--- src/rtl/enigma_pkg.sv ---
// rtl/enigma_pkg.sv - shared constants, FSM states and rotor tables for the key stepper
package enigma_pkg;

  localparam int LETTER_COUNT = 26;
  localparam int POS_W        = 5;

  typedef logic [POS_W-1:0] pos_t;

  localparam pos_t LAST_POS = 5'd25;

  typedef enum logic [1:0] {
    ST_IDLE = 2'd0,
    ST_STEP = 2'd1,
    ST_EMIT = 2'd2
  } state_t;

  // Rotor identifiers I..V
  localparam logic [2:0] ROTOR_I   = 3'd0;
  localparam logic [2:0] ROTOR_II  = 3'd1;
  localparam logic [2:0] ROTOR_III = 3'd2;
  localparam logic [2:0] ROTOR_IV  = 3'd3;
  localparam logic [2:0] ROTOR_V   = 3'd4;

  typedef struct packed {
    logic [2:0] left;
    logic [2:0] middle;
    logic [2:0] right;
  } wheel_order_t;

  // Turnover position of each rotor: I=Q, II=E, III=V, IV=J, V=Z
  function automatic pos_t rotor_notch(input logic [2:0] rotor);
    case (rotor)
      ROTOR_I:   return 5'd16;
      ROTOR_II:  return 5'd4;
      ROTOR_III: return 5'd21;
      ROTOR_IV:  return 5'd9;
      default:   return 5'd25;
    endcase
  endfunction

  // Rotor order (left, middle, right) for each wheel_config code; all 8 codes are legal
  function automatic wheel_order_t wheel_order(input logic [2:0] cfg);
    case (cfg)
      3'd0:    return '{left: ROTOR_I,   middle: ROTOR_II,  right: ROTOR_III};
      3'd1:    return '{left: ROTOR_I,   middle: ROTOR_III, right: ROTOR_II};
      3'd2:    return '{left: ROTOR_II,  middle: ROTOR_I,   right: ROTOR_III};
      3'd3:    return '{left: ROTOR_II,  middle: ROTOR_III, right: ROTOR_I};
      3'd4:    return '{left: ROTOR_III, middle: ROTOR_I,   right: ROTOR_II};
      3'd5:    return '{left: ROTOR_III, middle: ROTOR_II,  right: ROTOR_I};
      3'd6:    return '{left: ROTOR_IV,  middle: ROTOR_II,  right: ROTOR_V};
      default: return '{left: ROTOR_V,   middle: ROTOR_IV,  right: ROTOR_III};
    endcase
  endfunction

  // Advance one position, wrapping Z back to A
  function automatic pos_t pos_inc(input pos_t p);
    return (p == LAST_POS) ? 5'd0 : p + 5'd1;
  endfunction

  // Out-of-range start positions load as A
  function automatic pos_t pos_sanitize(input pos_t p);
    return (p > LAST_POS) ? 5'd0 : p;
  endfunction

endpackage

--- src/rtl/key_stepper_rotor_advance.sv ---
// rtl/key_stepper_rotor_advance.sv - combinational next-position logic for the three rotors
module rotor_advance
  import enigma_pkg::*;
(
  input  logic [4:0] i_pos_r,
  input  logic [4:0] i_pos_m,
  input  logic [4:0] i_pos_l,
  input  logic [4:0] i_notch_r,
  input  logic [4:0] i_notch_m,
  output logic [4:0] o_pos_r,
  output logic [4:0] o_pos_m,
  output logic [4:0] o_pos_l
);

  logic w_adv_m;
  logic w_adv_l;

  // Middle also moves when it sits on its own notch: the historical double step
  assign w_adv_m = (i_pos_r == i_notch_r) || (i_pos_m == i_notch_m);
  assign w_adv_l = (i_pos_m == i_notch_m);

  // Right always moves; middle and left move only when carried into
  always_comb begin
    o_pos_r = pos_inc(i_pos_r);
    o_pos_m = w_adv_m ? pos_inc(i_pos_m) : i_pos_m;
    o_pos_l = w_adv_l ? pos_inc(i_pos_l) : i_pos_l;
  end

endmodule

--- src/rtl/key_stepper.sv ---
// rtl/key_stepper.sv - keypress FSM: steps the rotors then emits the one-hot letter
module key_stepper
  import enigma_pkg::*;
(
  input  logic        CLOCK_50,
  input  logic        reset,
  input  logic        key_valid,
  input  logic [4:0]  key_code,
  input  logic [2:0]  wheel_config,
  input  logic        load,
  input  logic [14:0] load_pos,
  output logic        key_ready,
  output logic [25:0] letter_out,
  output logic        letter_valid,
  output logic [4:0]  state1,
  output logic [4:0]  state2,
  output logic [4:0]  state3
);

  state_t     r_state;
  state_t     w_state_next;
  logic [4:0] r_pos_r;
  logic [4:0] r_pos_m;
  logic [4:0] r_pos_l;
  logic [4:0] r_code;

  logic [4:0]  w_next_r;
  logic [4:0]  w_next_m;
  logic [4:0]  w_next_l;
  logic [4:0]  w_notch_r;
  logic [4:0]  w_notch_m;
  logic        w_key_ok;
  logic [25:0] w_onehot;

  assign w_key_ok  = key_valid && (key_code <= LAST_POS);
  assign w_notch_r = rotor_notch(wheel_order(wheel_config).right);
  assign w_notch_m = rotor_notch(wheel_order(wheel_config).middle);
  assign w_onehot  = 26'd1 << r_code;

  rotor_advance u_rotor_advance (
    .i_pos_r   (r_pos_r),
    .i_pos_m   (r_pos_m),
    .i_pos_l   (r_pos_l),
    .i_notch_r (w_notch_r),
    .i_notch_m (w_notch_m),
    .o_pos_r   (w_next_r),
    .o_pos_m   (w_next_m),
    .o_pos_l   (w_next_l)
  );

  // State register
  always_ff @(posedge CLOCK_50 or posedge reset) begin
    if (reset) r_state <= ST_IDLE;
    else       r_state <= w_state_next;
  end

  // Next state: load holds IDLE, a legal key starts STEP, STEP and EMIT last one cycle each
  always_comb begin
    w_state_next = r_state;
    case (r_state)
      ST_IDLE: if (!load && w_key_ok) w_state_next = ST_STEP;
      ST_STEP: w_state_next = ST_EMIT;
      ST_EMIT: w_state_next = ST_IDLE;
      default: w_state_next = ST_IDLE;
    endcase
  end

  // Positions and latched key: loaded or latched in IDLE, stepped on the STEP->EMIT edge
  always_ff @(posedge CLOCK_50 or posedge reset) begin
    if (reset) begin
      r_pos_r <= 5'd0;
      r_pos_m <= 5'd0;
      r_pos_l <= 5'd0;
      r_code  <= 5'd0;
    end else begin
      case (r_state)
        ST_IDLE: begin
          if (load) begin
            r_pos_r <= pos_sanitize(load_pos[4:0]);
            r_pos_m <= pos_sanitize(load_pos[9:5]);
            r_pos_l <= pos_sanitize(load_pos[14:10]);
          end else if (w_key_ok) begin
            r_code <= key_code;
          end
        end
        ST_STEP: begin
          r_pos_r <= w_next_r;
          r_pos_m <= w_next_m;
          r_pos_l <= w_next_l;
        end
        default: ;
      endcase
    end
  end

  // Outputs decoded from state so reset clears them without waiting for a clock
  always_comb begin
    key_ready    = 1'b0;
    letter_valid = 1'b0;
    letter_out   = 26'd0;
    case (r_state)
      ST_IDLE: key_ready = 1'b1;
      ST_EMIT: begin
        letter_valid = 1'b1;
        letter_out   = w_onehot;
      end
      default: ;
    endcase
  end

  assign state1 = r_pos_r;
  assign state2 = r_pos_m;
  assign state3 = r_pos_l;

endmodule
--- config.mk ---
export PLATFORM = sky130hd
export DESIGN_NAME = key_stepper
export DESIGN_NICKNAME = d
export VERILOG_FILES = /design/src/rtl/enigma_pkg.sv /design/src/rtl/key_stepper_rotor_advance.sv /design/src/rtl/key_stepper.sv
export SDC_FILE = /design/constraint.sdc
export NUM_CORES = 1
export LEC_CHECK = 0
export CORE_ASPECT_RATIO = 0.7
export CORE_MARGIN = 3
export CORE_UTILIZATION = 42
export DETAILED_ROUTE_END_ITERATION = 12
export DONT_BUFFER_PORTS = 1
export GPL_TIMING_DRIVEN = 0
export PLACE_DENSITY_LB_ADDON = 0.05
export SYNTH_ARGS = -nofsm -noshare
export SYNTH_HDL_FRONTEND = slang
export SYNTH_SLANG_ARGS = --single-unit
--- constraint.sdc ---
create_clock -name CLOCK_50 -period 2.2 [get_ports CLOCK_50]
set_input_delay 0.55 -clock CLOCK_50 [delete_from_list [all_inputs] [get_ports CLOCK_50]]
set_output_delay 0.55 -clock CLOCK_50 [all_outputs]
set_load 0.05 [all_outputs]
After elaboration in Yosys (flattened, before gate mapping)
Cells that the tools add are included.
- output and inout port bits: 43
- word-level logic and storage cells: 72
- input bits: 27
- bits in registers: 22
- $add $sub $neg: 3
- mux-type cells: 22
- bitwise gates (word level): 1
- shift operators: 1
- reduce and logical (&&, ||, !) cells: 13
- $lt $le $gt $ge: 4
- equality and inequality tests: 23
- operator list (kind ; number):
    2-to-1 mux 5 bit ; 11
    case mux 5 bit (4 select lines) ; 2
    case mux 5 bit (7 select lines) ; 1
    case mux 5 bit (2 select lines) ; 3
    2-to-1 mux 26 bit ; 1
    left shift 1 x 5 -> 26 bit (first input constant) ; 1
    equality test 3 x 2 -> 1 bit (second input constant) ; 6
    adder 5 x 1 -> 5 bit (second input constant) ; 3
    equality test 5 bit (second input constant) ; 3
    greater-than comparator 5 bit (second input constant) ; 3
    equality test 5 bit ; 2
    equality test 3 x 1 -> 1 bit (second input constant) ; 3
    equality test 3 bit (second input constant) ; 3
    logical NOT 3 bit ; 3
    AND reduction 3 bit ; 3
    less-or-equal comparator 5 bit (second input constant) ; 1
    inequality test 2 x 1 -> 1 bit (second input constant) ; 2
    inequality test 2 bit (second input constant) ; 2
    case mux 2 bit (2 select lines) ; 1
    equality test 2 x 1 -> 1 bit (second input constant) ; 1
    equality test 2 bit (second input constant) ; 1
    logical AND 1 bit ; 2
    logical NOT 2 bit ; 1
    2-to-1 mux 1 bit ; 2
    6 further kinds ; 6

Longest topological paths before layout
Gate-level depths: netlist of run 1.
- word-level depth: 8
- depth in mapped cells: 12
- gate-level depth less buffers: 10

Modules after synthesis
A second synthesis of run 1 with hierarchy kept.
- cells, all modules: 227
- area total of the unflattened synthesis: 1988.2 sq um
- by module, submodules not included (module ; cells each ; instances ; area each (sq um) ; seq. area each (sq um)):
    key_stepper ; 147 ; 1 ; 1403.8 ; 550.5
    rotor_advance ; 80 ; 1 ; 584.3 ; 0.0

Worst setup path after synthesis of run 1
Ideal clock, no wire load.
- path kind: reg-to-output
- from: register r_state[0]
- to: output letter_out[10]
- slack: -0.725 ns
- arrival time: 2.375 ns
- required time: 1.650 ns
- buffers on the path: 0
- stages on the path, launching flop included: 7
- cell sequence: dfrtp_1 nand2b_1 inv_1 nand3b_1 inv_1 nand2_1 nor3_1
- cells in the longest elaborated chain, start to end: 2
- ends and longest elaborated chain (what ; RTL line ; text):
    from (decl) ; key_stepper.sv:20 ; state_t r_state;
    from (signal assigned) ; key_stepper.sv:54 ; else r_state <= w_state_next;
    equality test 2 bit ; key_stepper.sv:101 ; case (r_state)
    2-to-1 mux 26 bit ; key_stepper.sv:101 ;
    to (decl) ; key_stepper.sv:13 ; output logic [25:0] letter_out,
No other way between the ends.

Worst setup path in the final report of run 1
- from: input wheel_config[0]
- to: register r_pos_l[2] (netlist: state3[2])
- cells in the longest elaborated chain, start to end: 7
- elaborated cells between the ends (all ways): 16
- classes of those cells: eq/ne (11); mux (2); reduce/logical (3)
- ends and longest elaborated chain (what ; RTL line ; text):
    from (decl) ; key_stepper.sv:9 ; input logic [2:0] wheel_config,
    equality test 3 bit (tied with other cells) ; enigma_pkg.sv:43 ; case (cfg)
    case mux 5 bit (7 select lines) (*) ; enigma_pkg.sv:43 ;
    equality test 3 x 2 -> 1 bit (tied with other cells) ; enigma_pkg.sv:32 ; case (rotor)
    case mux 5 bit (4 select lines) (*) ; enigma_pkg.sv:32 ;
    equality test 5 bit (*) ; key_stepper_rotor_advance.sv:20 ; assign w_adv_l = (i_pos_m == i_notch_m);
    inequality test 2 x 1 -> 1 bit (no source line) (*) ; -- ;
    AND reduction 3 bit (no source line) (*) ; -- ;
    to (signal assigned) ; key_stepper.sv:81 ; r_pos_l <= pos_sanitize(load_pos[14:10]);
    to (signal assigned) ; key_stepper.sv:89 ; r_pos_l <= w_next_l;
    to (decl) ; key_stepper.sv:24 ; logic [4:0] r_pos_l;
Every way passes the cells marked *; elsewhere a longest branch is shown, timed or not.
A chain may end at the register's enable or synchronous reset.

==> results_dict.tcl, run 1 <==
set metrics [dict create \
    r2r_end "state3[2]" \
    ctsHoldBuffers 0 \
    drive_above_1_share 0.378 \
    grt_pass1_wl_um 9280 \
    grt_pass1_vias 1840 \
    worstSetupPathType "in2reg" \
    dpl.hpwl_um 3830 \
    synth_nets 264 \
    relSlewSlack 0.361 \
    drc 0 \
    violations "negative setup slack" \
    synth-seq-cells 22 \
    h-tree-depth 1 \
    rows 18 \
    wl_per_cell_um 18.8 \
    cts_tree "done" \
    die_area_um2 4990 \
    ys.flop_type "dfrtp_1" \
    grt_usage 0.234 \
    synth.distinct_cells 41 \
    vias 1810 \
    rsz0062_at_grt "yes" \
    max_freq_ghz 0.405 \
    hold_ws_ns 0.347 \
    grt_start_max_net_pins 23 \
    finalWorstSetupSlack_ns -0.269 \
    cp.depth 11 \
    synthCells 227 \
    setup_violations 29 \
    endpoint_kind "register" \
    yosysSeqAreaShare 0.314 \
    rrSetupSlack_ns -0.12 \
    path_cells "buf_12, nor2_4, xnor2_4, inv_2, ha_4, xor2_2, or4_4, o32ai_4, buf_6, o21ai_2, a22o_1" \
    skew_ns 0.00682 \
    route.antenna.remaining_nets 0 \
    cts_buffers 3 \
    overflow 0 \
    cp.arrival_ns 2.63 \
    startpoint "wheel_config[0]" \
    slew_violations 0 \
    worst-path-buf-inv 3 \
    first_pass_iters 4 \
    area_delta_synth_final_pct 43.7 \
    clk_latency_ns 0.27 \
    p_leak_nw 0.995 \
    drtIter0Drc 152 \
    core_area_um2 3760 \
    cts-root-buf "clkbuf_8" \
    worstMarginPinSlew_ns 0.956 \
    clock_path_buffers 2 \
    syn_avg_cell_area_um2 7.72 \
    viasPerCell 6.01 \
    critPathSlowestCell "or4_4" \
    synth_edf_count 0 \
    maxCapViolations 0 \
    routed_wl_um 5670 \
    dieWidth_um 83.2 \
    critPathRequiredTime_ns 2.36 \
    vdd_drop_max_mv 0.478 \
    n_antenna_cell 0 \
    yosysWarnings 0 \
    crit_fanout 3 \
    final_hold_viol_count 0 \
    outcome "complete, but fails checks" \
    synth_area_leaders "dfrtp_1 (31%), ha_1 (7.1%), nand2_1 (6.6%)" \
    dp_cells 277 \
    start_kind "primary input" \
    layout.nets 289 \
    cp_slowest_stage_delay_ns 0.52 \
    reg2reg_depth 6 \
    die_y_um 60.0 \
    nFillCells 302 \
    synthArstFlopShare 1.00 \
    instances_no_fill 301 \
    syn_area_um2 1750 \
    gp_congestion 0.843 \
    clock_sinks 22 \
    io_buffers 0 \
    synth_area_leader_cell "dfrtp_1" \
    io_pins 70 \
    period_share 1.12 \
    cp_top_family "simple AND/OR/NAND/NOR gates" \
    setup_tns_ns -5.87 \
    power_density_nw_per_um2 788 \
    min_path_type "in2async" \
    antenna_found_initial 0 \
    start_util 0.466 \
    r2r_start "state2[2]" \
    endpoint "state3[2]" \
    finalCriticalPeriod_ns 2.47 \
    path_clk_slew_ns 0.09 \
    synth_top_area_share 0.314 \
]
## logic make-up (layout without fill, tap and decap cells)
family	after synthesis	in the layout	synth area share
fa+ha+maj	10	10	0.0714
flops	22	22	0.314
simple gates	111	111	0.309
compound gates	50	50	0.184
buf+inv	21	45	0.0514
mux	3	3	0.0200
xor+xnor	10	10	0.0500
## metrics by stage
step                      total power (W)  setup slack [ns]  cell area (um^2)  utilization
after global placement            0.00137            -0.676              1970        0.525
after floorplan                   0.00126            -0.529              1910            -
after detailed placement          0.00139            -0.724              1970        0.525
final                             0.00198            -0.269              2520        0.669
after CTS                         0.00194            -0.288              2470        0.657
after global routing              0.00210            -0.356              2520        0.669
## flip-flops by register name, indices dropped and copies added (netlist names)
register	flops
r_code	5
state1	5
state2	5
state3	5
r_state	2
## power by group
part	internal [W]	leakage, nW	switching, W
logic	0.000289	0.687	0.000407
registers	0.000485	0.272	0.000418
clock network	0.000243	0.0357	0.000142
## how the worst min path moves through the flow
stage                 from        end  slack [ns]  depth (start not counted)
5_1_grt        key_code[1]  r_code[1]        0.38                          2
4_1_cts              reset  r_code[4]        0.38                          1
3_5_place_dp     r_code[3]  r_code[3]        0.54                          2
2_1_floorplan    r_code[3]  r_code[3]        0.50                          2
6_report             reset  state3[3]        0.35                          1
3_3_place_gp     r_code[3]  r_code[3]        0.54                          2
## cell usage in the layout (no fill, tap or decap), types with 3 or more instances in the layout
master,synthesis,final
nand2_1,31,24
nor2_4,0,19
dfrtp_1,22,19
o21ai_0,16,16
nand3_1,14,13
nor2_1,30,12
buf_4,3,12
buf_6,0,10
nor3_4,0,9
ha_1,10,9
inv_1,12,8
a31oi_1,7,7
xnor2_1,7,6
nand2_2,0,5
a21oi_1,5,4
nor3_1,13,4
nand4b_1,3,3
clkbuf_1,4,3
a22o_1,3,3
and3_1,3,3
o211ai_1,3,3
clkbuf_8,0,3
dfrtp_2,0,3
## final cells by class
| type | instances | area [um^2] | share of cell area |
|---|---|---|---|
| Tap cell | 50 | 62.6 | 0.0249 |
| Multi-Input combinational cell | 184 | 1530 | 0.606 |
| Sequential cell | 22 | 554 | 0.220 |
| Timing Repair Buffer | 20 | 180 | 0.0716 |
| Inverter | 14 | 61.3 | 0.0244 |
| Clock inverter | 1 | 30.0 | 0.0119 |
| Clock buffer | 3 | 41.3 | 0.0164 |
| Buffer | 7 | 61.3 | 0.0244 |
## synthesized netlist by cell type, types with 4 or more instances
library cell	number
nand2_1	31
nor2_1	30
dfrtp_1	22
o21ai_0	16
nand3_1	14
nor3_1	13
inv_1	12
ha_1	10
a31oi_1	7
xnor2_1	7
a21oi_1	5
clkbuf_1	4
nand2b_1	4
o21ai_1	4
## routing by layer
layer / GRT usage / share of wire
met2: 0.389 / 0.49
met3: 0.0620 / 0.078
met5: 0 / 0
met1: 0.316 / 0.42
met4: 0.0350 / 0.0094
## repair_timing
| item | CTS | global route |
|---|---|---|
| endpoints found under the hold margin | 0 | 0 |
| gates cloned | 0 | 0 |
| gates resized for setup | 67 | 9 |
| setup endpoints to repair | 36 | 42 |
| buffers inserted | 19 | 1 |
| pin swaps | 25 | 14 |
Note: power is estimated with default switching activity, not from simulation.
==> run 2: changes to the inputs <==
--- a/config.mk
+++ b/config.mk
@@ -5,7 +5,8 @@
 export SDC_FILE = /design/constraint.sdc
 export NUM_CORES = 1
 export LEC_CHECK = 0
-export CORE_ASPECT_RATIO = 0.7
+export ABC_AREA = 1
+export CORE_ASPECT_RATIO = 0.5
 export CORE_MARGIN = 3
 export CORE_UTILIZATION = 42
 export DETAILED_ROUTE_END_ITERATION = 12
==> run 2 against run 1 <==
Via count up 4.7%. First-iteration DRC count is 48% lower. Clock power shrank 3%. Critical path type is now reg2out. Die area rose by 5.9%. Cell area rose by 0.15%. Wire length decreased by 2.8%. The flow still finishes with violations (negative setup slack). Maximum frequency is 6.9% higher. Largest power group unchanged. Clock skew decreased by 0.0015 ns. Non-clock buffer count is 2 lower. Critical path depth decreased by 6. Sequential share of layout area about the same. Worst hold slack lost 0.0064 ns.
==> results_dict.tcl, run 2 <==
set metrics [dict create \
    core_area_um2 4060 \
    viasPerCell 5.49 \
    worstMarginPinSlew_ns 0.949 \
    yosysSeqAreaShare 0.297 \
    io_buffers 0 \
    relSlewSlack 0.365 \
    drc 0 \
    synth.distinct_cells 32 \
    ys.flop_type "dfrtp_1" \
    placed_cell_area_um2 2050 \
    synthTopCellsByCount "nand2_1 (58), inv_1 (35), nand3_1 (34), nor2_1 (31), dfrtp_1 (22)" \
    violations "negative setup slack" \
    total_power_w 0.00197 \
    reg2reg_depth 6 \
    skew_ns 0.00531 \
    drtIter0Drc 79 \
    synthXorXnorAreaFrac 0.0473 \
    start_kind "register" \
    critPathSlowestCell "nor4_4" \
    syn_area_um2 1850 \
    synth-compound-area-share 0.105 \
    synth-seq-cells 22 \
    clk_latency_ns 0.26 \
    cp.depth 5 \
    h-tree-depth 1 \
    gp_congestion 0.832 \
    maxCapViolations 0 \
    synth_area_leaders "dfrtp_1 (30%), nand2_1 (12%), nand3_1 (9.2%)" \
    synth_nets 307 \
    min_path_type "in2async" \
    synth_edf_count 0 \
    synth_area_leader_cell "dfrtp_1" \
    muxShareOfSynthArea 0 \
    ctsHoldBuffers 0 \
    outcome "complete, but fails checks" \
    synth_top_family_by_area "simple AND/OR/NAND/NOR gates" \
    max_freq_ghz 0.433 \
    first_pass_iters 5 \
    p_leak_nw 1.08 \
    grt_start_max_net_pins 23 \
    path_clk_slew_ns 0.08 \
    endpoint_kind "primary output" \
    yosysWarnings 0 \
    overflow 0 \
    syn_avg_cell_area_um2 6.86 \
    setup_violations 17 \
    wl_per_cell_um 16.0 \
    clock_path_buffers 2 \
    rows 16 \
    finalWorstSetupSlack_ns -0.111 \
    layout.nets 329 \
    layout_common_cells "nand2_1 (55), nand3_1 (34), inv_1 (27)" \
    setup_tns_ns -1.26 \
    dpl.hpwl_um 3740 \
    worst-path-buf-inv 1 \
    finalCriticalPeriod_ns 2.31 \
    n_antenna_cell 0 \
    grt_usage 0.201 \
    synthArstFlopShare 1.00 \
    area_delta_synth_final_pct 36.1 \
    period_share 1.05 \
    rsz0062_at_grt "yes" \
    cp_top_family "simple AND/OR/NAND/NOR gates" \
    grt_pass1_vias 1779 \
    vias 1895 \
    final_hold_viol_count 0 \
    critPathRequiredTime_ns 1.65 \
    synthCells 270 \
    cp_slowest_stage_delay_ns 0.69 \
    cpMostUsedCell "nand2_4" \
    clock_sinks 22 \
    final_common_cell "nand2_1" \
    cp.arrival_ns 1.76 \
    routed_wl_um 5510 \
    synth.most_common_cell "nand2_1" \
    route.antenna.remaining_nets 0 \
    start_util 0.456 \
    dp_slack_ns -0.306 \
    worstSetupPathType "reg2out" \
    drive_above_1_share 0.289 \
    synth_fa_ha_area_frac 0.0676 \
    vdd_drop_max_mv 0.386 \
    cts_tree "done" \
    io_pins 70 \
    antenna_found_initial 0 \
    die_area_um2 5290 \
    slew_violations 0 \
    hold_ws_ns 0.340 \
    cts_buffers 3 \
    grt_pass1_wl_um 8510 \
    final_area_um2 2520 \
    path_cells "inv_2, nand2_4, nor2_4, nand2_4, nor4_4" \
    crit_fanout 7 \
    power_density_nw_per_um2 782 \
    yosys.area_share.simple 0.382 \
    dieWidth_um 99.9 \
    rrSetupSlack_ns 0.13 \
    cts-root-buf "clkbuf_8" \
    synth_top_area_share 0.297 \
    die_y_um 53.0 \
]
[run 2: cell types whose count changed after synthesis, moves of 5 or more]
cell     delta
nor4_1      +6
inv_1      +23
nand2_1    +27
nand3_1    +20
nand4_1     +8
nor3_1      -8
a31oi_1     -5
[run 2: worst paths after layout]
path	from	endpoint
setup / recovery	r_state[0]	letter_out[13]
hold / removal	reset	state3[2]
setup reg to reg	state2[0]	state2[2]
hold reg to reg	r_code[4]	r_code[4]
max in group asynchronous	reset	r_code[0]
min in group CLOCK_50	key_code[4]	r_code[4]
[run 2: repair_timing]
action                                  in CTS  in global routing
gates resized for setup                     48                 11
endpoints found under the setup margin      26                 25
setup buffers                               14                  6
pin swaps                                   12                 15
[run 2: kinds of logic (layout without fill, tap and decap cells)]
| family | Yosys count | count (layout) |
|---|---|---|
| DFF | 22 | 22 |
| adders and majority gates | 10 | 10 |
| buffers and inverters | 46 | 67 |
| xor gates and xnor gates | 10 | 10 |
| and+or+nand+nor | 151 | 151 |
| AOI/OAI and AO/OA | 31 | 31 |
[run 2: stage by stage]
stage	std cells	utilization
detailed placement	324	0.504
global route	345	0.620
finish	345	0.620
global placement	324	0.504
CTS	339	0.599
floorplan	270	-
[run 2: cell type report]
cell class / instances / area [um^2]
Buffer: 5 / 35.0
Clock buffer: 3 / 41.3
Clock inverter: 1 / 30.0
Fill cell: 361 / 1540
Inverter: 38 / 160
Multi-Input combinational cell: 202 / 1430
Sequential cell: 22 / 556
Tap cell: 54 / 67.6
Timing Repair Buffer: 20 / 206
[run 2: routing by layer]
metal,part of all wire,global-route usage,wire [um]
met4,0.011,0.0431,61
met3,0.082,0.0566,454
met2,0.47,0.349,2570
met5,0,0,0
met1,0.44,0.252,2430
[run 2: where the power goes]
part	switching, W	leakage (nW)	internal [W]
logic	0.000451	0.775	0.000286
clock network	0.000131	0.0357	0.000243
registers	0.000381	0.269	0.000481
